**src/rtl/uart_pkg.sv**
```systemverilog
// Shared UART types: FSM state encodings, latched frame format, parity helper.
// Latency: none (types and pure functions only).
// Backpressure: not applicable.
package uart_pkg;

  typedef enum logic [2:0] {
    TX_IDLE,
    TX_START,
    TX_DATA,
    TX_PAR,
    TX_STOP
  } tx_state_e;

  typedef enum logic [2:0] {
    RX_IDLE,
    RX_START,
    RX_DATA,
    RX_PAR,
    RX_STOP,
    RX_BREAK
  } rx_state_e;

  // Frame format captured at the start of each frame
  typedef struct packed {
    logic [1:0] bits;     // data bits = 5 + bits
    logic       par_en;
    logic       par_odd;
    logic       stop2;
  } uart_cfg_t;

  // Index of the last data bit for a given frame width (4..7)
  function automatic logic [2:0] last_idx(input logic [1:0] bits);
    return 3'd4 + {1'b0, bits};
  endfunction

  // Parity over the active data bits only; odd parity inverts the XOR
  function automatic logic par_calc(input logic [7:0] dat, input logic [1:0] bits,
                                    input logic odd);
    logic [7:0] mask;
    mask = 8'hFF >> (2'd3 - bits);
    return (^(dat & mask)) ^ odd;
  endfunction

endpackage

```
**src/rtl/uart_sync_fifo.sv**
```systemverilog
// Synchronous first-word-fall-through FIFO with extra-MSB wrap pointers.
// Latency: a pushed entry is visible on pop_dat_o the cycle after the push.
// Backpressure: push is taken when not full, or when full with a pop in the same cycle.
module uart_sync_fifo #(
  parameter int WIDTH = 8,
  parameter int DEPTH = 8
) (
  input  logic             clk,
  input  logic             rst_n,
  input  logic             push_vld_i,
  input  logic [WIDTH-1:0] push_dat_i,
  input  logic             pop_rdy_i,
  output logic             pop_vld_o,
  output logic [WIDTH-1:0] pop_dat_o,
  output logic             full_o
);
  localparam int AW = $clog2(DEPTH);

  logic [AW:0]      wr_ptr_q, wr_ptr_d;
  logic [AW:0]      rd_ptr_q, rd_ptr_d;
  logic [WIDTH-1:0] mem_q [DEPTH];
  logic             empty;
  logic             push_en;
  logic             pop_en;

  assign empty     = (wr_ptr_q == rd_ptr_q);
  assign full_o    = (wr_ptr_q[AW] != rd_ptr_q[AW]) &&
                     (wr_ptr_q[AW-1:0] == rd_ptr_q[AW-1:0]);
  assign pop_en    = pop_rdy_i && !empty;
  assign push_en   = push_vld_i && (!full_o || pop_en);
  assign pop_vld_o = !empty;
  assign pop_dat_o = mem_q[rd_ptr_q[AW-1:0]];

  // Advance each pointer independently; simultaneous push/pop keeps the count
  always_comb begin
    wr_ptr_d = wr_ptr_q;
    rd_ptr_d = rd_ptr_q;
    if (push_en) wr_ptr_d = wr_ptr_q + (AW+1)'(1);
    if (pop_en)  rd_ptr_d = rd_ptr_q + (AW+1)'(1);
  end

  // Pointer registers; reset empties the FIFO
  always_ff @(posedge clk) begin
    if (!rst_n) begin
      wr_ptr_q <= '0;
      rd_ptr_q <= '0;
    end else begin
      wr_ptr_q <= wr_ptr_d;
      rd_ptr_q <= rd_ptr_d;
    end
  end

  // Storage array; contents are don't-care until written
  always_ff @(posedge clk) begin
    if (push_en) mem_q[wr_ptr_q[AW-1:0]] <= push_dat_i;
  end

endmodule

```
**src/rtl/uart_fifo_core.sv**
```systemverilog
// Full-duplex UART with runtime frame format, oversampled RX and per-direction FIFOs.
// Latency: tx falls 2 clocks after a byte enters an idle TX path; RX byte is readable the clock after its stop sample.
// Backpressure: tx_ready drops when the TX FIFO is full; RX bytes arriving on a full FIFO are dropped and flagged.
module uart_fifo_core #(
  parameter int OVERSAMPLE = 16,
  parameter int DIV_W      = 16,
  parameter int FIFO_DEPTH = 8
) (
  input  logic             clk,
  input  logic             rst_n,
  input  logic             rx,
  output logic             tx,
  input  logic [DIV_W-1:0] baud_div,
  input  logic [1:0]       cfg_bits,
  input  logic             cfg_par_en,
  input  logic             cfg_par_odd,
  input  logic             cfg_stop2,
  input  logic             tx_valid,
  output logic             tx_ready,
  input  logic [7:0]       tx_data,
  output logic             rx_valid,
  input  logic             rx_ready,
  output logic [7:0]       rx_data,
  output logic             rx_perr,
  output logic             rx_ferr,
  output logic             rx_overrun,
  input  logic             err_clr,
  output logic             tx_busy,
  output logic             rx_busy
);
  import uart_pkg::*;

  localparam int              OS_W    = $clog2(OVERSAMPLE);
  localparam logic [OS_W-1:0] OS_LAST = OS_W'(OVERSAMPLE - 1);
  localparam logic [OS_W-1:0] OS_HALF = OS_W'(OVERSAMPLE / 2 - 1);

  uart_cfg_t cur_cfg;
  assign cur_cfg = {cfg_bits, cfg_par_en, cfg_par_odd, cfg_stop2};

  // ---------------- TX path ----------------
  tx_state_e        tx_st_q, tx_st_d;
  logic [DIV_W-1:0] tx_div_q, tx_div_d;
  logic [OS_W-1:0]  tx_os_q, tx_os_d;
  logic [2:0]       tx_idx_q, tx_idx_d;
  logic [7:0]       tx_sh_q, tx_sh_d;
  uart_cfg_t        tx_cfg_q, tx_cfg_d;
  logic             tx_q, tx_d;
  logic             tx_tick, tx_bit_end, tx_pop;
  logic             tx_fifo_vld, tx_fifo_full;
  logic [7:0]       tx_fifo_dat;

  uart_sync_fifo #(.WIDTH(8), .DEPTH(FIFO_DEPTH)) u_tx_fifo (
    .clk        (clk),
    .rst_n      (rst_n),
    .push_vld_i (tx_valid && tx_ready),
    .push_dat_i (tx_data),
    .pop_rdy_i  (tx_pop),
    .pop_vld_o  (tx_fifo_vld),
    .pop_dat_o  (tx_fifo_dat),
    .full_o     (tx_fifo_full)
  );

  assign tx_ready   = !tx_fifo_full;
  assign tx_tick    = (tx_div_q == '0);
  assign tx_bit_end = tx_tick && (tx_os_q == OS_LAST);
  assign tx_div_d   = (tx_tick || tx_pop) ? baud_div : tx_div_q - DIV_W'(1);
  assign tx         = tx_q;
  assign tx_busy    = (tx_st_q != TX_IDLE);

  // TX next state: serialise start/data/parity/stop; chain the next byte straight out of STOP
  always_comb begin
    tx_st_d  = tx_st_q;
    tx_os_d  = tx_os_q;
    tx_idx_d = tx_idx_q;
    tx_sh_d  = tx_sh_q;
    tx_cfg_d = tx_cfg_q;
    tx_pop   = 1'b0;
    tx_d     = 1'b1;
    if (tx_tick) tx_os_d = tx_bit_end ? '0 : tx_os_q + OS_W'(1);
    case (tx_st_q)
      TX_IDLE: begin
        if (tx_fifo_vld) tx_pop = 1'b1;
      end
      TX_START: begin
        tx_d = 1'b0;
        if (tx_bit_end) begin
          tx_st_d  = TX_DATA;
          tx_idx_d = '0;
        end
      end
      TX_DATA: begin
        tx_d = tx_sh_q[tx_idx_q];
        if (tx_bit_end) begin
          if (tx_idx_q == last_idx(tx_cfg_q.bits)) begin
            tx_idx_d = '0;
            tx_st_d  = tx_cfg_q.par_en ? TX_PAR : TX_STOP;
          end else begin
            tx_idx_d = tx_idx_q + 3'd1;
          end
        end
      end
      TX_PAR: begin
        tx_d = par_calc(tx_sh_q, tx_cfg_q.bits, tx_cfg_q.par_odd);
        if (tx_bit_end) begin
          tx_st_d  = TX_STOP;
          tx_idx_d = '0;
        end
      end
      TX_STOP: begin
        tx_d = 1'b1;
        if (tx_bit_end) begin
          if (tx_cfg_q.stop2 && (tx_idx_q == 3'd0)) tx_idx_d = 3'd1;
          else if (tx_fifo_vld)                     tx_pop   = 1'b1;
          else                                      tx_st_d  = TX_IDLE;
        end
      end
      default: tx_st_d = TX_IDLE;
    endcase
    // Frame start: latch byte and format, restart the bit timer
    if (tx_pop) begin
      tx_st_d  = TX_START;
      tx_os_d  = '0;
      tx_idx_d = '0;
      tx_sh_d  = tx_fifo_dat;
      tx_cfg_d = cur_cfg;
    end
  end

  // TX state, divider and registered line driver
  always_ff @(posedge clk) begin
    if (!rst_n) begin
      tx_st_q  <= TX_IDLE;
      tx_div_q <= baud_div;
      tx_os_q  <= '0;
      tx_idx_q <= '0;
      tx_sh_q  <= '0;
      tx_cfg_q <= '0;
      tx_q     <= 1'b1;
    end else begin
      tx_st_q  <= tx_st_d;
      tx_div_q <= tx_div_d;
      tx_os_q  <= tx_os_d;
      tx_idx_q <= tx_idx_d;
      tx_sh_q  <= tx_sh_d;
      tx_cfg_q <= tx_cfg_d;
      tx_q     <= tx_d;
    end
  end

  // ---------------- RX path ----------------
  rx_state_e        rx_st_q, rx_st_d;
  logic [DIV_W-1:0] rx_div_q, rx_div_d;
  logic [OS_W-1:0]  rx_os_q, rx_os_d;
  logic [2:0]       rx_idx_q, rx_idx_d;
  logic [7:0]       rx_sh_q, rx_sh_d;
  logic             rx_par_q, rx_par_d;
  logic [1:0]       rx_bits_q, rx_bits_d;
  logic             rx_pen_q, rx_pen_d;
  logic             rx_podd_q, rx_podd_d;
  logic             rx_s1_q, rx_s2_q;
  logic             rx_ovr_q;
  logic             rx_tick, rx_bit_end, rx_start, rx_push;
  logic             rx_ferr_bit, rx_perr_bit;
  logic             rx_fifo_full, rx_drop;
  logic [9:0]       rx_fifo_dat;

  uart_sync_fifo #(.WIDTH(10), .DEPTH(FIFO_DEPTH)) u_rx_fifo (
    .clk        (clk),
    .rst_n      (rst_n),
    .push_vld_i (rx_push),
    .push_dat_i ({rx_ferr_bit, rx_perr_bit, rx_sh_q}),
    .pop_rdy_i  (rx_ready),
    .pop_vld_o  (rx_valid),
    .pop_dat_o  (rx_fifo_dat),
    .full_o     (rx_fifo_full)
  );

  assign rx_data     = rx_fifo_dat[7:0];
  assign rx_perr     = rx_fifo_dat[8];
  assign rx_ferr     = rx_fifo_dat[9];
  assign rx_overrun  = rx_ovr_q;
  assign rx_busy     = (rx_st_q != RX_IDLE);
  assign rx_tick     = (rx_div_q == '0);
  assign rx_bit_end  = rx_tick && (rx_os_q == OS_LAST);
  assign rx_div_d    = (rx_tick || rx_start) ? baud_div : rx_div_q - DIV_W'(1);
  assign rx_ferr_bit = !rx_s2_q;
  assign rx_perr_bit = rx_pen_q && (rx_par_q != par_calc(rx_sh_q, rx_bits_q, rx_podd_q));
  assign rx_drop     = rx_push && rx_fifo_full && !(rx_valid && rx_ready);

  // RX next state: qualify start at mid-bit, then sample each bit centre
  always_comb begin
    rx_st_d   = rx_st_q;
    rx_os_d   = rx_os_q;
    rx_idx_d  = rx_idx_q;
    rx_sh_d   = rx_sh_q;
    rx_par_d  = rx_par_q;
    rx_bits_d = rx_bits_q;
    rx_pen_d  = rx_pen_q;
    rx_podd_d = rx_podd_q;
    rx_start  = 1'b0;
    rx_push   = 1'b0;
    if (rx_tick) rx_os_d = rx_bit_end ? '0 : rx_os_q + OS_W'(1);
    case (rx_st_q)
      RX_IDLE: begin
        if (!rx_s2_q) begin
          rx_start  = 1'b1;
          rx_st_d   = RX_START;
          rx_os_d   = '0;
          rx_idx_d  = '0;
          rx_sh_d   = '0;
          rx_bits_d = cfg_bits;
          rx_pen_d  = cfg_par_en;
          rx_podd_d = cfg_par_odd;
        end
      end
      RX_START: begin
        if (rx_tick && (rx_os_q == OS_HALF)) begin
          rx_os_d = '0;
          rx_st_d = rx_s2_q ? RX_IDLE : RX_DATA;
        end
      end
      RX_DATA: begin
        if (rx_bit_end) begin
          rx_sh_d[rx_idx_q] = rx_s2_q;
          if (rx_idx_q == last_idx(rx_bits_q)) begin
            rx_idx_d = '0;
            rx_st_d  = rx_pen_q ? RX_PAR : RX_STOP;
          end else begin
            rx_idx_d = rx_idx_q + 3'd1;
          end
        end
      end
      RX_PAR: begin
        if (rx_bit_end) begin
          rx_par_d = rx_s2_q;
          rx_st_d  = RX_STOP;
        end
      end
      RX_STOP: begin
        if (rx_bit_end) begin
          rx_push = 1'b1;
          rx_st_d = rx_s2_q ? RX_IDLE : RX_BREAK;
        end
      end
      RX_BREAK: begin
        if (rx_s2_q) rx_st_d = RX_IDLE;
      end
      default: rx_st_d = RX_IDLE;
    endcase
  end

  // RX synchroniser, state and divider
  always_ff @(posedge clk) begin
    if (!rst_n) begin
      rx_s1_q   <= 1'b1;
      rx_s2_q   <= 1'b1;
      rx_st_q   <= RX_IDLE;
      rx_div_q  <= baud_div;
      rx_os_q   <= '0;
      rx_idx_q  <= '0;
      rx_sh_q   <= '0;
      rx_par_q  <= 1'b0;
      rx_bits_q <= '0;
      rx_pen_q  <= 1'b0;
      rx_podd_q <= 1'b0;
    end else begin
      rx_s1_q   <= rx;
      rx_s2_q   <= rx_s1_q;
      rx_st_q   <= rx_st_d;
      rx_div_q  <= rx_div_d;
      rx_os_q   <= rx_os_d;
      rx_idx_q  <= rx_idx_d;
      rx_sh_q   <= rx_sh_d;
      rx_par_q  <= rx_par_d;
      rx_bits_q <= rx_bits_d;
      rx_pen_q  <= rx_pen_d;
      rx_podd_q <= rx_podd_d;
    end
  end

  // Sticky overrun flag; a new drop beats a clear in the same cycle
  always_ff @(posedge clk) begin
    if (!rst_n)       rx_ovr_q <= 1'b0;
    else if (rx_drop) rx_ovr_q <= 1'b1;
    else if (err_clr) rx_ovr_q <= 1'b0;
  end

endmodule

```
**config.mk**
```make
export PLATFORM = sky130hd
export DESIGN_NAME = uart_fifo_core
export DESIGN_NICKNAME = d
export VERILOG_FILES = /design/src/rtl/uart_pkg.sv /design/src/rtl/uart_sync_fifo.sv /design/src/rtl/uart_fifo_core.sv
export SDC_FILE = /design/constraint.sdc
export NUM_CORES = 1
export LEC_CHECK = 0
export ABC_AREA = 1
export BUFFER_PORTS_ARGS = -buffer_cell sky130_fd_sc_hd__buf_2
export CORE_MARGIN = 10
export CORE_UTILIZATION = 35
export DETAILED_ROUTE_END_ITERATION = 8
export GPL_TIMING_DRIVEN = 0
export PLACE_DENSITY = 0.5
export SYNTH_ARGS = -nofsm -noshare
export SYNTH_HDL_FRONTEND = slang
export SYNTH_SLANG_ARGS = --single-unit
export TNS_END_PERCENT = 50
```
**constraint.sdc**
```tcl
create_clock -name clk -period 5.6 [get_ports clk]
set_clock_uncertainty 0.15 [all_clocks]
set_input_delay 0.56 -clock clk [delete_from_list [all_inputs] [get_ports clk]]
set_output_delay 0.56 -clock clk [all_outputs]
set_load 0.02 [all_outputs]
```
# After elaboration in Yosys (flattened, before gate mapping)
# Memories as Yosys holds them, arrays and structs flattened. A register that Yosys moved wholly into a read port is not among the register bits.
# Index checks and enable logic that the tools add are counted.
# word_totals
out_inout_bits,16
n_memories,2
mem_bits_rw,144
ff_bits,90
# op_classes
n_lt_le_gt_ge,3
n_mux,66
n_addsub,14
eq_ne,45
n_reduce_logical,47
n_shift,2
bitwise,7
# memory_table
memory,depth,width,read_ports,rd_ports_with_merged_regs,write_ports,line_no,rtl
u_rx_fifo.mem_q,8,10,1,1,1,uart_sync_fifo.sv:21,logic [WIDTH-1:0] mem_q [DEPTH];
u_tx_fifo.mem_q,8,8,1,1,1,uart_sync_fifo.sv:21,
# ops
op,count
3-bit 2-to-1 mux,27
16-bit 2-to-1 mux,4
16-bit zero test,2
16-bit by 1-bit subtractor with 16-bit output (second input constant),2
2-bit != test (second input constant),15
4-bit by 1-bit adder with 4-bit output (second input constant),6
4-bit 2-to-1 mux,5
3-bit != test (second input constant),6
3-bit case mux with 6 select lines,1
8-bit bitwise AND,2
1-bit 2-to-1 mux,16
8-bit 2-to-1 mux,2
8-bit case mux with 2 select lines,1
8-bit AND reduction,2
8-bit XOR reduction,2
8-bit by 2-bit right shift with 8-bit output (first input constant),2
1-bit logical AND,15
3-bit case mux with 5 select lines,1
3-bit by 2-bit equality test with 1-bit output (second input constant),4
3-bit equality test,4
3-bit equality test (second input constant),3
3-bit zero test,3
3-bit case mux with 3 select lines,1
3-bit nonzero test,3
30 further kinds,55

# Logic depth before layout (Yosys ltp)
# Gate-level depths: netlist of run 1.
# depth
depth_word,10
depth_mapped,13

# By module
# Synthesis of run 1 repeated with hierarchy kept, for this count alone.
# hier_totals
cells_unflattened,1270
area_unflattened_um2,11461.0
# by_module_without_submodules
mod,area_per_inst_um2,n_inst,cells_per_inst,seq_area_each_um2
uart_fifo_core,4649.5,1,681,1641.6
uart_sync_fifo (u_rx_fifo),3703.6,1,323,2622.5
uart_sync_fifo (u_tx_fifo),3108.0,1,266,2142.1

# Least setup slack after synthesis of run 1
# No wires, ideal clock.
# synth_timing
path_kind,register -> register
start,register rx_div_q[0]
end,"memory u_rx_fifo.mem_q[7][0], enable pin"
arrival_time_ns,1.992
slack_ns,3.054
setup_ns,0.404
path_stages_with_launch,7
path_buffers,0
path_cell_list,dfxtp_1 inv_1 ha_1 nand2_1 nor2_1 nand4_2 nor4_1
# synth_between
elab_chain_cells,7
# synth_rtl
element,line_no,rtl
"start, declared",uart_fifo_core.sv:152,"logic [DIV_W-1:0] rx_div_q, rx_div_d;"
"start signal, assigned",uart_fifo_core.sv:258,rx_div_q <= baud_div;
"start signal, assigned",uart_fifo_core.sv:270,rx_div_q <= rx_div_d;
16-bit zero test,uart_fifo_core.sv:183,assign rx_tick = (rx_div_q == '0);
1-bit logical AND,uart_fifo_core.sv:184,assign rx_bit_end = rx_tick && (rx_os_q == OS_LAST);
1-bit 2-to-1 mux,uart_fifo_core.sv:240,if (rx_bit_end) begin
1-bit 2-to-1 mux,uart_fifo_core.sv:203,case (rx_st_q)
1-bit logical AND,uart_sync_fifo.sv:30,assign push_en = push_vld_i && (!full_o || pop_en);
1-bit 2-to-1 mux,uart_sync_fifo.sv:55,if (push_en) mem_q[wr_ptr_q[AW-1:0]] <= push_dat_i;
1-bit 2-to-1 mux (implied by the code),uart_sync_fifo.sv:55,
"end, declared",uart_sync_fifo.sv:21,
# No other way between the ends.

# Worst setup path after layout of run 1
# layout_timing
start,register rx_div_q[0]
end,"memory u_rx_fifo.mem_q[4][2], enable pin"
# Same word-level chain as after synthesis.

==> results of run 1 <==
[worst max-delay path by stage]
stage | end | slack [ps] | startpoint | depth (start not counted)
after floorplan | u_rx_fifo.mem_q[7][0]$_DFFE_PP_ | 3050 | rx_div_q[0]$_DFF_P_ | 6
after global placement | u_rx_fifo.mem_q[7][1]$_DFFE_PP_ | 1920 | rx_div_q[0]$_DFF_P_ | 6
after detailed placement | u_rx_fifo.mem_q[4][9]$_DFFE_PP_ | 2630 | rx_div_q[0]$_DFF_P_ | 8
after CTS | rx_data[5] | 2510 | flop | 7
after global routing | u_rx_fifo.mem_q[4][6]$_DFFE_PP_ | 2430 | rx_div_q[0]$_DFF_P_ | 8
final | u_rx_fifo.mem_q[4][2]$_DFFE_PP_ | 2530 | rx_div_q[0]$_DFF_P_ | 8
[power breakdown]
part           switching (mW)  internal (mW)
clock                   0.722           1.06
sequential              0.154           2.07
combinational           0.862          0.443
total                    1.74           3.57
[metal layers]
| metal | global-route usage (%) | wire [um] |
|---|---|---|
| met5 | 0 | 0 |
| met2 | 23.72 | 13260 |
| met3 | 1.926 | 925 |
| met1 | 18.08 | 12990 |
| met4 | 3.363 | 486 |
[worst max-delay path, delay by kind of cell, from the launching register on]
kind                     cells  cell delay (ps)
AND/OR/NAND/NOR              6             1970
buffers and inverters        1               90
flip-flops                   1              310
adder cells (fa/ha/maj)      1              150
[area by class of cell]
type,count,area share (%)
Sequential cell,245,49.32
Multi-Input combinational cell,879,33.09
Buffer,47,1.721
Tap cell,402,3.909
Timing Repair Buffer,51,2.003
Clock buffer,39,6.341
Inverter,99,2.898
Clock inverter,13,0.7099
[state kept, by name (all words and copies together), names as in the netlist, 4 cells and up, named ones only]
signal and count:
u_tx_fifo.wr_ptr_q 4, rx_div_q 16, tx_cfg_q 5, u_tx_fifo.mem_q 64, tx_os_q 4, tx_sh_q 8
rx_sh_q 8, rx_os_q 4, u_rx_fifo.mem_q 80, u_rx_fifo.rd_ptr_q 4, tx_div_q 16, u_rx_fifo.wr_ptr_q 4
u_tx_fifo.rd_ptr_q 4
[cell usage after synthesis, types with 8 or more instances]
master	instances
a21oi_1	40
a21oi_2	10
a31oi_1	12
buf_2	9
clkbuf_1	29
dfxtp_1	101
edfxtp_1	144
ha_1	12
inv_1	88
inv_2	8
nand2_1	242
nand3_1	44
nand4_1	8
nor2_1	240
nor2_2	9
nor3_1	19
o21ai_0	141
o22ai_1	11
xnor2_1	23
xor2_1	28
[kinds of logic after synthesis]
family                   after synthesis  synth area share [%]
AND/OR/NAND/NOR                      589                 21.77
flip-flops                           245                 56.70
AO/OA/AOI/OAI                        227                 10.89
buffers and inverters                146                 5.310
XOR/XNOR                              51                 3.991
adder cells (fa/ha/maj)               12                 1.341
==> results by group, run 1 <==
Status
  – Status: complete, no violations

CTS
  – Post-CTS setup buffer count: 0
  – Post-cts resize count: 0
  – CTS Buf Count: 28
  – Clk sinks: 245
  – Clock Path Buffers: 3
  – TritonCTS clock tree: done
  – Htree depth: 1
  – Hold Buf Count CTS: 0
  – Worst skew pair latency: 530 ps
  – Clk slew on worst S/H paths: 60 ps
  – Root buf cell: clkbuf_16

Routing
  – Vias: 8,435
  – Residual DRC count: 0
  – Drt pass-1 iters: 6
  – Remaining antenna violation count: 0
  – Via density per instance: 4.752
  – Initial drt markers: 466
  – Wirelength per Cell: 15.58 um
  – Total wire length: 27.66 mm

Place
  – Worst slack, placed: 2628 ps
  – Placed cell areas: 0.01196 mm^2
  – Placed insts: 1,723
  – Gp weighted congestion: 0.8144
  – Port buffer count: 50
  – Detail Placement HPWL: 19.42 mm

Logic synthesis
  – Fraction of registers with async set or reset after synthesis: 0%
  – Post-synthesis register bit count: 245
  – Ys Warns: 0
  – Post-synth top area share: 38.64%
  – Post-Synthesis Cell Area: 0.01119 mm^2
  – Largest area contributor in the netlist: edfxtp_1
  – Post-synth EDFFs: 144
  – Commonest register cell after synthesis: edfxtp_1
  – Sequential area share after synthesis: 56.70%
  – Syn Nets: 1,317
  – Top cells by area, synth: edfxtp_1 (39%), dfxtp_1 (18%), nand2_1 (8.1%)
  – Yosys cell types: 42
  – Syn Inst Count: 1,270
  – Synth Area per Inst: 8.813 um^2

STA
  – Max-slew violation count: 0
  – Worst setup margin: 2528 ps
  – Setup TNS Final: 0 ps
  – Maximum clock frequency: 0.3255 GHz
  – Crit path time final: 3072 ps
  – Measured slew at the worst slew-check pin: 1229 ps
  – RSZ-0062 raised after global routing: false
  – Hold_ws: 88.99 ps
  – Finish-stage setup viols: 0
  – Slew HR: 17.42%
  – Fin. Hold Viols: 0
  – Period utilization: 54.85%

Finish
  – Multi-input combinational cell area: 0.004258 mm^2
  – Number of diodes: 0
  – Final Non-Filler Cells: 1,775
  – Commonest non-fill, non-tap cell in the layout: nand2_1
  – Fin util: 40.77%
  – Register Area: 0.006346 mm^2
  – Layout cell share with drive strength beyond 1: 11.80%
  – Final net count: 1,398
  – Area delta synth->final: 14.96%
  – Commonest non-fill, non-tap cells in the layout: nand2_1 (242), nor2_1 (240), edfxtp_1 (144)
  – Fillers: 3,181
  – Final Cell Area: 0.01287 mm^2

Power
  – PnR Total Power: 5.311 mW
  – Peak supply drop: 207.3 uV
  – Cell Pwr Density: 412.8 mW/mm^2
  – LEAKAGE: 4.858 nW

Run
  – Max_cap viols: 0

Floorplanning
  – DIE HEIGHT: 198.8 um
  – DIE WIDTH: 198.8 um
  – Rows: 65
  – Core box area: 0.03156 mm^2
  – Ports: 51
  – Die ar.: 0.03953 mm^2
  – Initial Util: 35.47%

Critical path
  – Crit Path Max Fanout: 10
  – Cell-by-cell listing of the critical path: inv_1 > ha_1 > nand2_1 > nor2_1 > nand4_2 > nor3_1 > nand2_1 > nor2_1
  – Critical Path End Type: flop
  – CP Launch Type: flop
  – R2R Path Start: rx_div_q[0]$_DFF_P_
  – CP Data Arrival Time: 3070 ps
  – Reg2reg path depth: 8
  – Critical Path RT: 5600 ps
  – Critical path type: reg -> reg
  – Max incr delay on CP: 900 ps
  – Crit-path slowest cell: nor2_1
  – Flop-to-flop setup slack: 2530 ps
  – Worst r2r dst: u_rx_fifo.mem_q[4][2]$_DFFE_PP_

Global route
  – Vias in the first global route: 8,142
  – GR Util All Layers: 13.88%
  – Antenna violations before repair: 0
  – Global-route wire length before repair: 44.02 mm
  – Grt ovf: 0
  – Largest net degree at the start of global routing: 18

Hold path
  – WHS Endpoint: rx_s1_q$_SDFF_PN1_
  – Hold/Removal Path Class: in -> reg
  – Worst hold path cell count: 2
  – Hold wc startpoint: rx
No activity file was read; power rests on OpenSTA's default activity.
==> run 2, diff against run 1 <==
clock period = 2.97 ns   (was 5.6 ns; I/O delays follow)
==> run 2 against run 1 <==
First-iteration DRC count rose by 6.4%. Worst setup slack got worse by 2400 ps. Register-to-register slack lost 2400 ps. Flip-flop and latch count did not move. Utilization grew 1.1 points. Global-route usage increased by 0.22 points. Largest power group unchanged.
==> results by group, run 2 (synthesis results as in run 1) <==
Power
  – Clock power share: 33.4% (was 33.5%)
  – LEAKAGE: 4.994 nW (was 4.858 nW)
  – PnR Total Power: 10.05 mW (was 5.311 mW)
  – Share of power burned in registers: 41.8% (was 41.9%)
  – Cell Pwr Density: 760.2 mW/mm^2 (was 412.8 mW/mm^2)
  – Switch share: 32.68% (was 32.73%)
  – Comb pwr share: 24.8% (was 24.6%)
  – Peak supply drop: 391.4 uV (was 207.3 uV)
  – Sw power: 3.284 mW (was 1.738 mW)
  – Pint: 6.765 mW (was 3.573 mW)

Routing
  – Remaining antenna violation count: 0 (unchanged)
  – Wirelength per Cell: 15.47 um (was 15.58 um)
  – Residual DRC count: 0 (unchanged)
  – Drt pass-1 iters: 5 (was 6)
  – Initial drt markers: 496 (was 466)
  – Vias: 8,553 (was 8,435)
  – Via density per instance: 4.731 (was 4.752)
  – Total wire length: 27.98 mm (was 27.66 mm)

Floorplanning
  – Die ar.: 0.03953 mm^2 (unchanged)
  – Ports: 51 (unchanged)
  – DIE WIDTH: 198.8 um (unchanged)
  – DIE HEIGHT: 198.8 um (unchanged)
  – Initial Util: 35.47% (unchanged)
  – Rows: 65 (unchanged)
  – Core box area: 0.03156 mm^2 (unchanged)

Place
  – Placed insts: 1,723 (unchanged)
  – Port buffer count: 50 (unchanged)
  – Detail Placement HPWL: 19.42 mm (unchanged)
  – Placed cell areas: 0.01196 mm^2 (unchanged)
  – Gp weighted congestion: 0.8144 (unchanged)

STA
  – Measured slew at the worst slew-check pin: 937.2 ps (was 1229 ps)
  – Slew HR: 37.29% (was 17.42%)
  – Setup TNS Final: 0 ps (unchanged)
  – Maximum clock frequency: 0.3569 GHz (was 0.3255 GHz)
  – Finish-stage setup viols: 0 (unchanged)
  – Max-slew violation count: 0 (unchanged)
  – Fin. Hold Viols: 0 (unchanged)
  – Period utilization: 94.34% (was 54.85%)
  – Crit path time final: 2802 ps (was 3072 ps)
  – RSZ-0062 raised after global routing: false (unchanged)

Hold path
  – Hold wc startpoint: rst_n (was rx)
  – Hold/Removal Path Class: in -> reg (unchanged)

Global route
  – Vias in the first global route: 8,312 (was 8,142)
  – Global-route wire length before repair: 44.73 mm (was 44.02 mm)
  – Grt ovf: 0 (unchanged)
  – Largest net degree at the start of global routing: 18 (unchanged)
  – Antenna violations before repair: 0 (unchanged)
  – GR Util All Layers: 14.10% (was 13.88%)

Status
  – Status: complete, no violations (unchanged)

Critical path
  – Cell-by-cell listing of the critical path: inv_1 > ha_1 > nand2_1 > nor2_1 > nand4_2 > nor3_1 > nand2_1 > nor2_2 (was inv_1 > ha_1 > nand2_1 > nor2_1 > nand4_2 > nor3_1 > nand2_1 > nor2_1)
  – CP Launch Type: flop (unchanged)
  – Crit-path slowest cell: nor2_2 (was nor2_1)
  – Critical Path End Type: flop (unchanged)
  – CP Data Arrival Time: 2820 ps (was 3070 ps)
  – Critical path type: reg -> reg (unchanged)
  – Top cell by count, worst path: nand2_1
  – Crit Path Max Fanout: 10 (unchanged)
  – R2R Path Start: rx_div_q[0]$_DFF_P_ (unchanged)
  – Crit. Startpoint: rx_div_q[0]$_DFF_P_ (unchanged)
  – Max incr delay on CP: 590 ps (was 900 ps)
  – Critical Path RT: 2990 ps (was 5600 ps)

Finish
  – Register Area: 0.006346 mm^2 (unchanged)
  – Fillers: 3,158 (was 3,181)
  – Layout cell share with drive strength beyond 1: 12.09% (was 11.80%)
  – Commonest non-fill, non-tap cells in the layout: nand2_1 (242), nor2_1 (233), edfxtp_1 (144) (was nand2_1 (242), nor2_1 (240), edfxtp_1 (144))
  – Max reg flops: 80 (unchanged)
  – Area delta synth->final: 18.11% (was 14.96%)
  – Multi-input combinational cell area: 0.004280 mm^2 (was 0.004258 mm^2)
  – Final net count: 1,431 (was 1,398)
  – Final Non-Filler Cells: 1,808 (was 1,775)
  – Fin util: 41.89% (was 40.77%)
  – Commonest non-fill, non-tap cell in the layout: nand2_1 (unchanged)
  – Number of diodes: 0 (unchanged)
  – Final Cell Area: 0.01322 mm^2 (was 0.01287 mm^2)

CTS
  – Root buf cell: clkbuf_16 (unchanged)
  – Htree depth: 1 (unchanged)
  – CTS Buf Count: 28 (unchanged)
  – Clk sinks: 245 (unchanged)
  – Worst skew pair latency: 530 ps (about the same)
  – Clock Path Buffers: 3 (unchanged)
  – Clk slew on worst S/H paths: 60 ps (about the same)
  – Post-CTS setup buffer count: 0 (unchanged)
  – TritonCTS clock tree: done (unchanged)

Run
  – Max_cap viols: 0 (unchanged)
-- run 2: stage by stage --
stage	worst slack, ps	hold slack, ps
2_1_floorplan	424.2	242.5
3_3_place_gp	-708.2	250.5
3_5_place_dp	-1.605	254.5
4_1_cts	8.186	20.39
5_1_grt	80.79	47.67
6_report	168.1	43.77
-- run 2: worst max-delay path: cells and delay by family, from the launching register on --
kind	cells	cell delay [ps]
simple gates	6	1730
fa+ha+maj	1	150
flops	1	310
buf+inv	1	90
-- run 2: layout make-up --
| class | count | area share [%] |
|---|---|---|
| flip-flops and latches | 245 | 48.01 |
| well taps | 402 | 3.805 |
| clock inverters | 13 | 0.6910 |
| inverters | 99 | 2.821 |
| multi-input cells | 879 | 32.38 |
| repair buffers | 84 | 4.449 |
| clock buffers | 39 | 6.171 |
| plain buffers | 47 | 1.675 |
-- run 2: repair_timing --
item                                    4_1_cts  5_1_grt
endpoints found under the setup margin       16       58
resized for setup                             2        6
pin swaps                                     0        0
hold buffers                                 33        0
hold endpoints to repair                    112        0
-- run 2: power groups by stage --
stage	Combinational, mW	Sequential [mW]	Clock [mW]
floorplan	1.86	4.18	0
global placement	2.47	4.26	0
global route	2.88	4.24	3.58
CTS	2.53	4.19	3.45
finish	2.49	4.20	3.36
detailed placement	2.49	4.26	0
-- run 2: routing by layer --
| layer | track usage (%) | vias up | wire length [um] |
|---|---|---|---|
| met5 | 0 | - | 0 |
| met2 | 24.08 | 138 | 13430 |
| met4 | 3.560 | 0 | 592 |
| met1 | 18.28 | 3921 | 12970 |
| li1 | - | 4455 | - |
| met3 | 2.028 | 39 | 978 |
-- run 2: worst paths after layout --
path                                      to  slack [ps]  cells after the start
min reg2reg               rx_s2_q$_SDFF_PN1_         260                      1
max          u_rx_fifo.mem_q[4][6]$_DFFE_PP_         170                      8
max reg2reg  u_rx_fifo.mem_q[4][6]$_DFFE_PP_         170                      8
min                      rx_div_q[5]$_DFF_P_          40                      3
